[src/rtl/key_debounce_pulse_if.sv]
// Push-button bus: raw active-low keys in, debounced level/pulses and press count out.
interface key_debounce_pulse_if #(
    parameter int unsigned NKEYS = 4
);

    logic [NKEYS-1:0] KEY;
    logic [NKEYS-1:0] key_level;
    logic [NKEYS-1:0] key_press;
    logic [NKEYS-1:0] key_release;
    logic [7:0]       press_count;

    // Key source side (board / bench).
    modport master (
        output KEY,
        input  key_level,
        input  key_press,
        input  key_release,
        input  press_count
    );

    // Debouncer side.
    modport slave (
        input  KEY,
        output key_level,
        output key_press,
        output key_release,
        output press_count
    );

endinterface

[src/rtl/key_debounce_pulse.sv]
// Multi-channel push-button debouncer with press/release pulses and a channel-0 press counter.
// Raw keys are synchronized, inverted to active-high, and each channel must hold a new
// value for DEBOUNCE_CYCLES consecutive samples before the debounced level follows it.
module key_debounce_pulse #(
    parameter int unsigned NKEYS           = 4,
    parameter int unsigned DEBOUNCE_CYCLES = 1000000
) (
    input  logic                CLOCK_50,
    input  logic                reset_n,
    key_debounce_pulse_if.slave bus
);

    localparam int unsigned     CNT_W    = $clog2(DEBOUNCE_CYCLES);
    localparam logic [CNT_W-1:0] CNT_LAST = CNT_W'(DEBOUNCE_CYCLES - 1);
    localparam logic [CNT_W-1:0] CNT_ONE  = CNT_W'(1);
    localparam logic [CNT_W-1:0] CNT_ZERO = CNT_W'(0);

    typedef enum logic [1:0] {
        ST_UP        = 2'd0,
        ST_WAIT_DOWN = 2'd1,
        ST_DOWN      = 2'd2,
        ST_WAIT_UP   = 2'd3
    } state_t;

    logic [NKEYS-1:0] meta_q;
    logic [NKEYS-1:0] sync_q;
    logic [NKEYS-1:0] key_sync;
    logic [NKEYS-1:0] key_level_w;
    logic [NKEYS-1:0] key_press_w;
    logic [NKEYS-1:0] key_release_w;
    logic [7:0]       press_count_q;

    // Two-flop synchronizer; resets to the released (high) raw level so a held key re-qualifies.
    always_ff @(posedge CLOCK_50) begin
        if (!reset_n) begin
            meta_q <= '1;
            sync_q <= '1;
        end else begin
            meta_q <= bus.KEY;
            sync_q <= meta_q;
        end
    end

    assign key_sync = ~sync_q;

    for (genvar g = 0; g < NKEYS; g++) begin : g_ch
        state_t           state_q;
        logic [CNT_W-1:0] cnt_q;
        logic             level_q;
        logic             press_q;
        logic             release_q;
        logic             accept_press;
        logic             accept_release;

        assign accept_press   = (state_q == ST_WAIT_DOWN) && key_sync[g] && (cnt_q == CNT_LAST);
        assign accept_release = (state_q == ST_WAIT_UP) && !key_sync[g] && (cnt_q == CNT_LAST);

        // Per-channel debounce FSM; counter tracks consecutive samples of the candidate level.
        always_ff @(posedge CLOCK_50) begin
            if (!reset_n) begin
                state_q   <= ST_UP;
                cnt_q     <= CNT_ZERO;
                level_q   <= 1'b0;
                press_q   <= 1'b0;
                release_q <= 1'b0;
            end else begin
                press_q   <= accept_press;
                release_q <= accept_release;
                case (state_q)
                    ST_UP: begin
                        if (key_sync[g]) begin
                            state_q <= ST_WAIT_DOWN;
                            cnt_q   <= CNT_ONE;
                        end else begin
                            cnt_q   <= CNT_ZERO;
                        end
                    end
                    ST_WAIT_DOWN: begin
                        if (!key_sync[g]) begin
                            state_q <= ST_UP;
                            cnt_q   <= CNT_ZERO;
                        end else if (accept_press) begin
                            state_q <= ST_DOWN;
                            cnt_q   <= CNT_ZERO;
                            level_q <= 1'b1;
                        end else begin
                            cnt_q   <= cnt_q + CNT_ONE;
                        end
                    end
                    ST_DOWN: begin
                        if (!key_sync[g]) begin
                            state_q <= ST_WAIT_UP;
                            cnt_q   <= CNT_ONE;
                        end else begin
                            cnt_q   <= CNT_ZERO;
                        end
                    end
                    ST_WAIT_UP: begin
                        if (key_sync[g]) begin
                            state_q <= ST_DOWN;
                            cnt_q   <= CNT_ZERO;
                        end else if (accept_release) begin
                            state_q <= ST_UP;
                            cnt_q   <= CNT_ZERO;
                            level_q <= 1'b0;
                        end else begin
                            cnt_q   <= cnt_q + CNT_ONE;
                        end
                    end
                    default: begin
                        state_q <= ST_UP;
                        cnt_q   <= CNT_ZERO;
                        level_q <= 1'b0;
                    end
                endcase
            end
        end

        assign key_level_w[g]   = level_q;
        assign key_press_w[g]   = press_q;
        assign key_release_w[g] = release_q;

        // Press and release are exclusive, single-cycle, and match the level they produce.
        a_no_overlap : assert property (@(posedge CLOCK_50) disable iff (!reset_n)
            !(press_q && release_q));
        a_press_one_cycle : assert property (@(posedge CLOCK_50) disable iff (!reset_n)
            press_q |=> !press_q);
        a_release_one_cycle : assert property (@(posedge CLOCK_50) disable iff (!reset_n)
            release_q |=> !release_q);
        a_press_level : assert property (@(posedge CLOCK_50) disable iff (!reset_n)
            press_q |-> level_q);
        a_release_level : assert property (@(posedge CLOCK_50) disable iff (!reset_n)
            release_q |-> !level_q);
        a_cnt_bound : assert property (@(posedge CLOCK_50) disable iff (!reset_n)
            cnt_q <= CNT_LAST);
    end

    // Channel-0 press counter, stepping on the same edge that raises key_press[0]; wraps freely.
    always_ff @(posedge CLOCK_50) begin
        if (!reset_n) begin
            press_count_q <= 8'd0;
        end else if (g_ch[0].accept_press) begin
            press_count_q <= press_count_q + 8'd1;
        end
    end

    assign bus.key_level   = key_level_w;
    assign bus.key_press   = key_press_w;
    assign bus.key_release = key_release_w;
    assign bus.press_count = press_count_q;

endmodule

[src/flat_wrapper.sv]
// flat-port wrapper written by rule: the top's interface ports become plain ports
module key_debounce_pulse_flat 
#(
    parameter int unsigned NKEYS           = 4,
    parameter int unsigned DEBOUNCE_CYCLES = 1000000
)
  (CLOCK_50, reset_n, bus_KEY, bus_key_level, bus_key_press, bus_key_release, bus_press_count);
  key_debounce_pulse_if #(.NKEYS(NKEYS)) bus_i ();
  input  logic CLOCK_50;
  input  logic reset_n;
  input wire logic [$bits(bus_i.KEY)-1:0] bus_KEY;
  output wire logic [$bits(bus_i.key_level)-1:0] bus_key_level;
  output wire logic [$bits(bus_i.key_press)-1:0] bus_key_press;
  output wire logic [$bits(bus_i.key_release)-1:0] bus_key_release;
  output wire logic [$bits(bus_i.press_count)-1:0] bus_press_count;
  assign bus_i.KEY = bus_KEY;
  assign bus_key_level = bus_i.key_level;
  assign bus_key_press = bus_i.key_press;
  assign bus_key_release = bus_i.key_release;
  assign bus_press_count = bus_i.press_count;
  key_debounce_pulse #(.NKEYS(NKEYS), .DEBOUNCE_CYCLES(DEBOUNCE_CYCLES)) u_core (.CLOCK_50(CLOCK_50), .reset_n(reset_n), .bus(bus_i));
endmodule
[config.mk]
export PLATFORM = sky130hd
export DESIGN_NAME = key_debounce_pulse_flat
export DESIGN_NICKNAME = d
export VERILOG_FILES = /design/src/rtl/key_debounce_pulse_if.sv /design/src/rtl/key_debounce_pulse.sv /design/src/flat_wrapper.sv
export SDC_FILE = /design/constraint.sdc
export NUM_CORES = 1
export LEC_CHECK = 0
export ABC_AREA = 1
export CAP_MARGIN = 20
export CORE_MARGIN = 1.5
export CORE_UTILIZATION = 45
export CTS_CLUSTER_DIAMETER = 120
export DETAILED_ROUTE_END_ITERATION = 8
export HOLD_SLACK_MARGIN = 0.08
export PLACE_DENSITY = 0.66
export SETUP_SLACK_MARGIN = 0.3
export SLEW_MARGIN = 20
export SYNTH_ARGS = -nofsm -noshare
export SYNTH_HDL_FRONTEND = slang
export SYNTH_SLANG_ARGS = --single-unit
[constraint.sdc]
create_clock -name CLOCK_50 -period 2 [get_ports CLOCK_50]
set_input_delay 0.4 -clock CLOCK_50 [delete_from_list [all_inputs] [get_ports CLOCK_50]]
set_output_delay 0.4 -clock CLOCK_50 [all_outputs]
set_load 0.03 [all_outputs]
## Word-level counts from Yosys, hierarchy flattened

Cells that the tools add are included.

- Memories kept: 0
- Memory bits (writable): 0
- ROM bits: 0
- Latch bits: 0
- Register bits after elaboration: 116

- Multiplexer cells: 76
- Bitwise gates (word level): 1
- Magnitude comparators: 0
- Eq/ne operators: 48
- Multiply operators: 0
- Add/sub/neg operators: 5
- Shift-type cells: 0
- Divide/modulo/power cells: 0
- Reductions and logical operators: 36

Operators by type and width:

| operator | count |
|---|---|
| two-way mux 20 bit | 16 |
| case mux 20 bit (4 select lines) | 4 |
| adder 20 x 1 -> 20 bit (second input constant) | 4 |
| == test 20 bit (second input constant) | 4 |
| two-way mux 2 bit | 24 |
| inequality test 2 x 1 -> 1 bit (second input constant) | 16 |
| case mux 2 bit (4 select lines) | 4 |
| two-way mux 1 bit | 24 |
| AND reduction 5 bit | 4 |
| == test 2 bit (second input constant) | 8 |
| logical AND 1 bit | 16 |
| inequality test 2 bit (second input constant) | 8 |
| AND reduction 4 bit | 4 |
| inequality test 3 x 1 -> 1 bit (second input constant) | 4 |
| inequality test 3 bit (second input constant) | 4 |
| adder 8 x 1 -> 8 bit (second input constant) | 1 |
| == test 2 x 1 -> 1 bit (second input constant) | 4 |
| logical NOT 2 bit | 4 |
| case mux 1 bit (2 select lines) | 4 |
| nonzero test 2 bit | 4 |
| logical NOT 1 bit | 4 |
| inverter 4 bit | 1 |

## Logic depth before layout (Yosys ltp)

- Depth after elaboration: 7
- Depth in mapped cells: 10
- Mapped depth without buffers: 10

## Worst setup path after synthesis

Ideal clock, no wire load.

- Path type: register to register
- Start: register u_core.g_ch[2].cnt_q[0]
- End: register u_core.g_ch[2].cnt_q[18]
- Data required time: 1888 ps
- Library setup time: 112 ps
- Stages on the path, launching flop included: 10
- Buffers on the path: 1
- Clock period less this slack: 1488 ps
- Arrival time: 1376 ps
- Setup slack: 512 ps
- Cells stage by stage: dfxtp_1 > ha_1 > nand3_2 > nor2_2 > nand3_2 > nand2_2 > inv_2 > nand2_4 > buf_6 > nor2_1

- Longest elaborated chain between the ends: 5
- Elaborated cells on any way between the ends: 9

Ends and longest elaborated chain:

| item | RTL line | text |
|---|---|---|
| from (decl) | key_debounce_pulse.sv:48 | `logic [CNT_W-1:0] cnt_q;` |
| from (signal assigned) | key_debounce_pulse.sv:87 | `cnt_q <= cnt_q + CNT_ONE;` |
| from (signal assigned) | key_debounce_pulse.sv:107 | `cnt_q <= cnt_q + CNT_ONE;` |
| branches (longest 4 deep; another with adder 20 x 1 -> 20 bit) | n/a |  |
| case mux 20 bit (4 select lines) * | key_debounce_pulse.sv:69 | `case (state_q)` |

Mark *: on every way between the ends.
A chain may end at the register's enable or synchronous reset.

## Worst setup path in the final report

- Start: register u_core.press_count_q[2], in the netlist u_core.bus.press_count[2]
- End: output bus_press_count[2]

RTL lines:

| item | RTL line | text |
|---|---|---|
| from (decl) | key_debounce_pulse.sv:31 | `logic [7:0] press_count_q;` |
| from (signal assigned) | key_debounce_pulse.sv:143 | `press_count_q <= press_count_q + 8'd1;` |
| to (decl) | flat_wrapper.sv:15 | `output wire logic [$bits(bus_i.press_count)-1:0] bus_press_count;` |

No word-level cell between the ends.

==> impl_results.md <==
* Synth top area share at roughly two fifths
* Top delay family on crit path: flip-flops
* Tmin final at around 1600 ps
* Synth Area per Inst at around 7 µm²
* Register area share after synthesis at 40.09%
* CP Max Fanout at 6
* Top Ports at 26
* Die width at 116.5 µm
* Worst rel slew slack at 66.31%
* Internal power at between 4 and 5 mW
* Gr ovfl total at 0
* Pins Over Slew Limit at 0
* Antenna violations before repair at 0
* DP Wirelength at 8.718 mm
* CTS max path bufs at 2
* Area contributors post-synth: dfxtp_1 (40%), nand2_1 (12%), nor2_1 (11%)
* Routed via count at 5000
* CTS root buf: clkbuf_16
* CP max stage cell: dfxtp_1
* H-tree depth at 4
* Share of cells above drive strength 1 at between 10% and 20%
* Drt pass-1 iters at 5
* WP buf/inv at 1
* Worst-Margin Slew at ~500 ps
* Power share of the sequential group at between 40% and 50%
* # rows at about 40
* Cts bufs inserted at 17
* ANT cells at 0
* Hold slack at 412.0 ps
* Combinational share of power at about 1.5%
* Synth Register Bits at about 120
* Initial Util at a little under half
* FMAX at a little over 0.6 GHz
* Die area at about 14000 µm²
* Number of synthesized flops with an enable pin at 0
* Post-route DRC at 0
* CTS clk-pin slew, worst paths at around 50 ps
* Drt total wl at 11.69 mm
* Syn Nets at 835
* Power Dens Cells at 825.1 nW/µm²
* Final Hold Viols at 0
* Ys Warns at 0
* Main synth FF type: dfxtp_1
* Startpoint Class: flop
* Pin count of the biggest net entering global routing at 20
* Final setup TNS at 0 ps
* WS Path Type: flop to output port
* Antenna viol nets, final at 0
* Hold-fix buffers, CTS at 0
* Vias in the first global route at about 4500
* Via-to-Cell Ratio at approximately 4.8
* Most common cell in the netlist: nand2_1
* Final Setup Violations at 0
* CP Data Arrival Time at about 1200 ps
* Starting DRT DRC Count at approximately 330
* Status: finished clean
* Critical-path cell list: clkdlybuf4s15_1
* Top cells by count, synth: nand2_1 (180), nor2_1 (170), dfxtp_1 (116)
* Largest stage delay, worst path at about 420 ps
* Area leader, netlist: dfxtp_1
* Worst VDD drop at 0.5389 mV
* Async S/R FF share, synth at 0%
* Max cap viols at 0
* Leak at ~2.5 nW
* Switching power at between 1 and 1.5 mW
* Req. time, crit path at 1600 ps
* Net count, final at around 870
* Worst Clk Skew at 9.220 ps
* RD Place Congestion at between 0.8 and 0.9
* Cell count after synthesis at 824
* Synthesized area at 5793 µm²
* Skew-Pair Late Insertion Delay at around 420 ps
* Area Overhead vs Synth at 18.96%
* Sinks on Clock Net at 116
* Hold Path Class: flop to flop
* Core ar. at ~13000 µm²
* Switching share of power at 19.98%
* Crit. End Element: output port
* WL/cell at ~11 µm
* CTS tree: yes
* Unique masters post-synth at 38
* Clock share of power at 57.3%
* Final worst path period share at between 80 and 90%
* GRT Total Usage at a little under a fifth
* RSZ-0062 raised after global routing: yes
* First-pass GRT wire length at between 20 and 25 mm
* Number of port buffers at 25
* Chip height at ~120 µm
==> cells in the final DEF (no fill, tap or decap), types with 3 or more instances in the layout <==
master	count
o21ai_0	12
dlygate4sd2_1	17
nor2_4	3
inv_1	93
nor3_2	9
nand2_2	4
nand2_4	3
clkdlybuf4s15_1	3
dfxtp_1	115
nand4_1	23
clkinvlp_4	3
nand3_1	54
a21oi_1	13
nor2_2	8
buf_4	14
nand3_2	7
or2_2	8
xnor2_1	17
xor2_1	30
clkdlybuf4s50_1	5
bufinv_16	4
clkbuf_8	3
clkbuf_16	17
clkinv_4	3
nor3_1	27
inv_2	5
nand2_1	180
nor2_1	170
==> timing repair <==
item	4_1_cts	5_1_grt
cloned	0	0
endpoints found under the setup margin	20	67
pin swaps	0	2
buffers inserted	0	4
gates resized for setup	20	12
==> power by group through the flow <==
stage / Combinational [mW] / Clock [mW] / Sequential [mW]
global placement: 0.0863 / 0 / 2.39
global route: 0.0988 / 3.45 / 2.34
detailed placement: 0.0865 / 0 / 2.39
CTS: 0.0867 / 3.32 / 2.34
finish: 0.0865 / 3.26 / 2.34
floorplan: 0.0522 / 0 / 2.39
==> metal layers <==
layer,part of all wire [%],wire (µm),global-route usage [%]
met1,50,5800,24.52
met2,45,5219,29.10
met3,4.2,496,6.591
met4,1.5,174,7.154
met5,0,0,0
==> per-stage QoR <==
| stage | utilization, % | cell area, µm² | power [mW] | setup WS [ps] | instances |
|---|---|---|---|---|---|
| global route | 54.83 | 6892 | 5.886 | 292.9 | 1048 |
| finish | 54.83 | 6892 | 5.687 | 362.9 | 1048 |
| CTS | 54.24 | 6817 | 5.744 | 320.4 | 1044 |
| global placement | 49.31 | 6197 | 2.474 | 137.3 | 1012 |
| detailed placement | 49.31 | 6197 | 2.474 | 82.38 | 1012 |
| floorplan | - | 5793 | 2.438 | 512.2 | 824 |
==> sequential cells by signal (all words and copies together) (netlist names), named ones only <==
signal	cells
u_core.g_ch.cnt_q	80
u_core.g_ch.press_q	4
u_core.meta_q	4
u_core.g_ch.release_q	4
u_core.g_ch.level_q	4
u_core.g_ch.state_q	4
u_core.bus.press_count	8
u_core.sync_q	4
==> area by class of cell <==
class	instances	area (µm²)
clock inverters	11	173.9
repair buffers	39	334.1
multi-input cells	590	2998
clock buffers	21	470.5
inverters	99	376.6
flip-flops and latches	116	2323
fillers	1252	5677
well taps	172	215.2
==> path summary, 6_finish.rpt <==
check | start | to | slack (ps) | cells after the start
min reg2reg | u_core.meta_q[2]$_SDFF_PN1_ | u_core.sync_q[2]$_SDFF_PN1_ | 410 | 1
max reg2reg | u_core.g_ch[2].cnt_q[0]$_SDFF_PN0_ | u_core.g_ch[2].cnt_q[9]$_SDFF_PN0_ | 410 | 8
min | u_core.meta_q[2]$_SDFF_PN1_ | u_core.sync_q[2]$_SDFF_PN1_ | 410 | 1
max | u_core.bus.press_count[2]$_SDFFE_PN0P_ | bus_press_count[2] | 360 | 1
==> cells by family (layout without fill, tap and decap cells) <==
family | Yosys count | count (layout) | share of synthesized area (%)
AND/OR/NAND/NOR | 505 | 505 | 39.78
XOR/XNOR | 47 | 47 | 7.106
buffers and inverters | 118 | 170 | 8.855
adder cells (fa/ha/maj) | 5 | 5 | 1.080
flip-flops | 116 | 116 | 40.09
AO/OA/AOI/OAI | 33 | 33 | 3.089
Note: power is estimated with default switching activity, not from simulation.
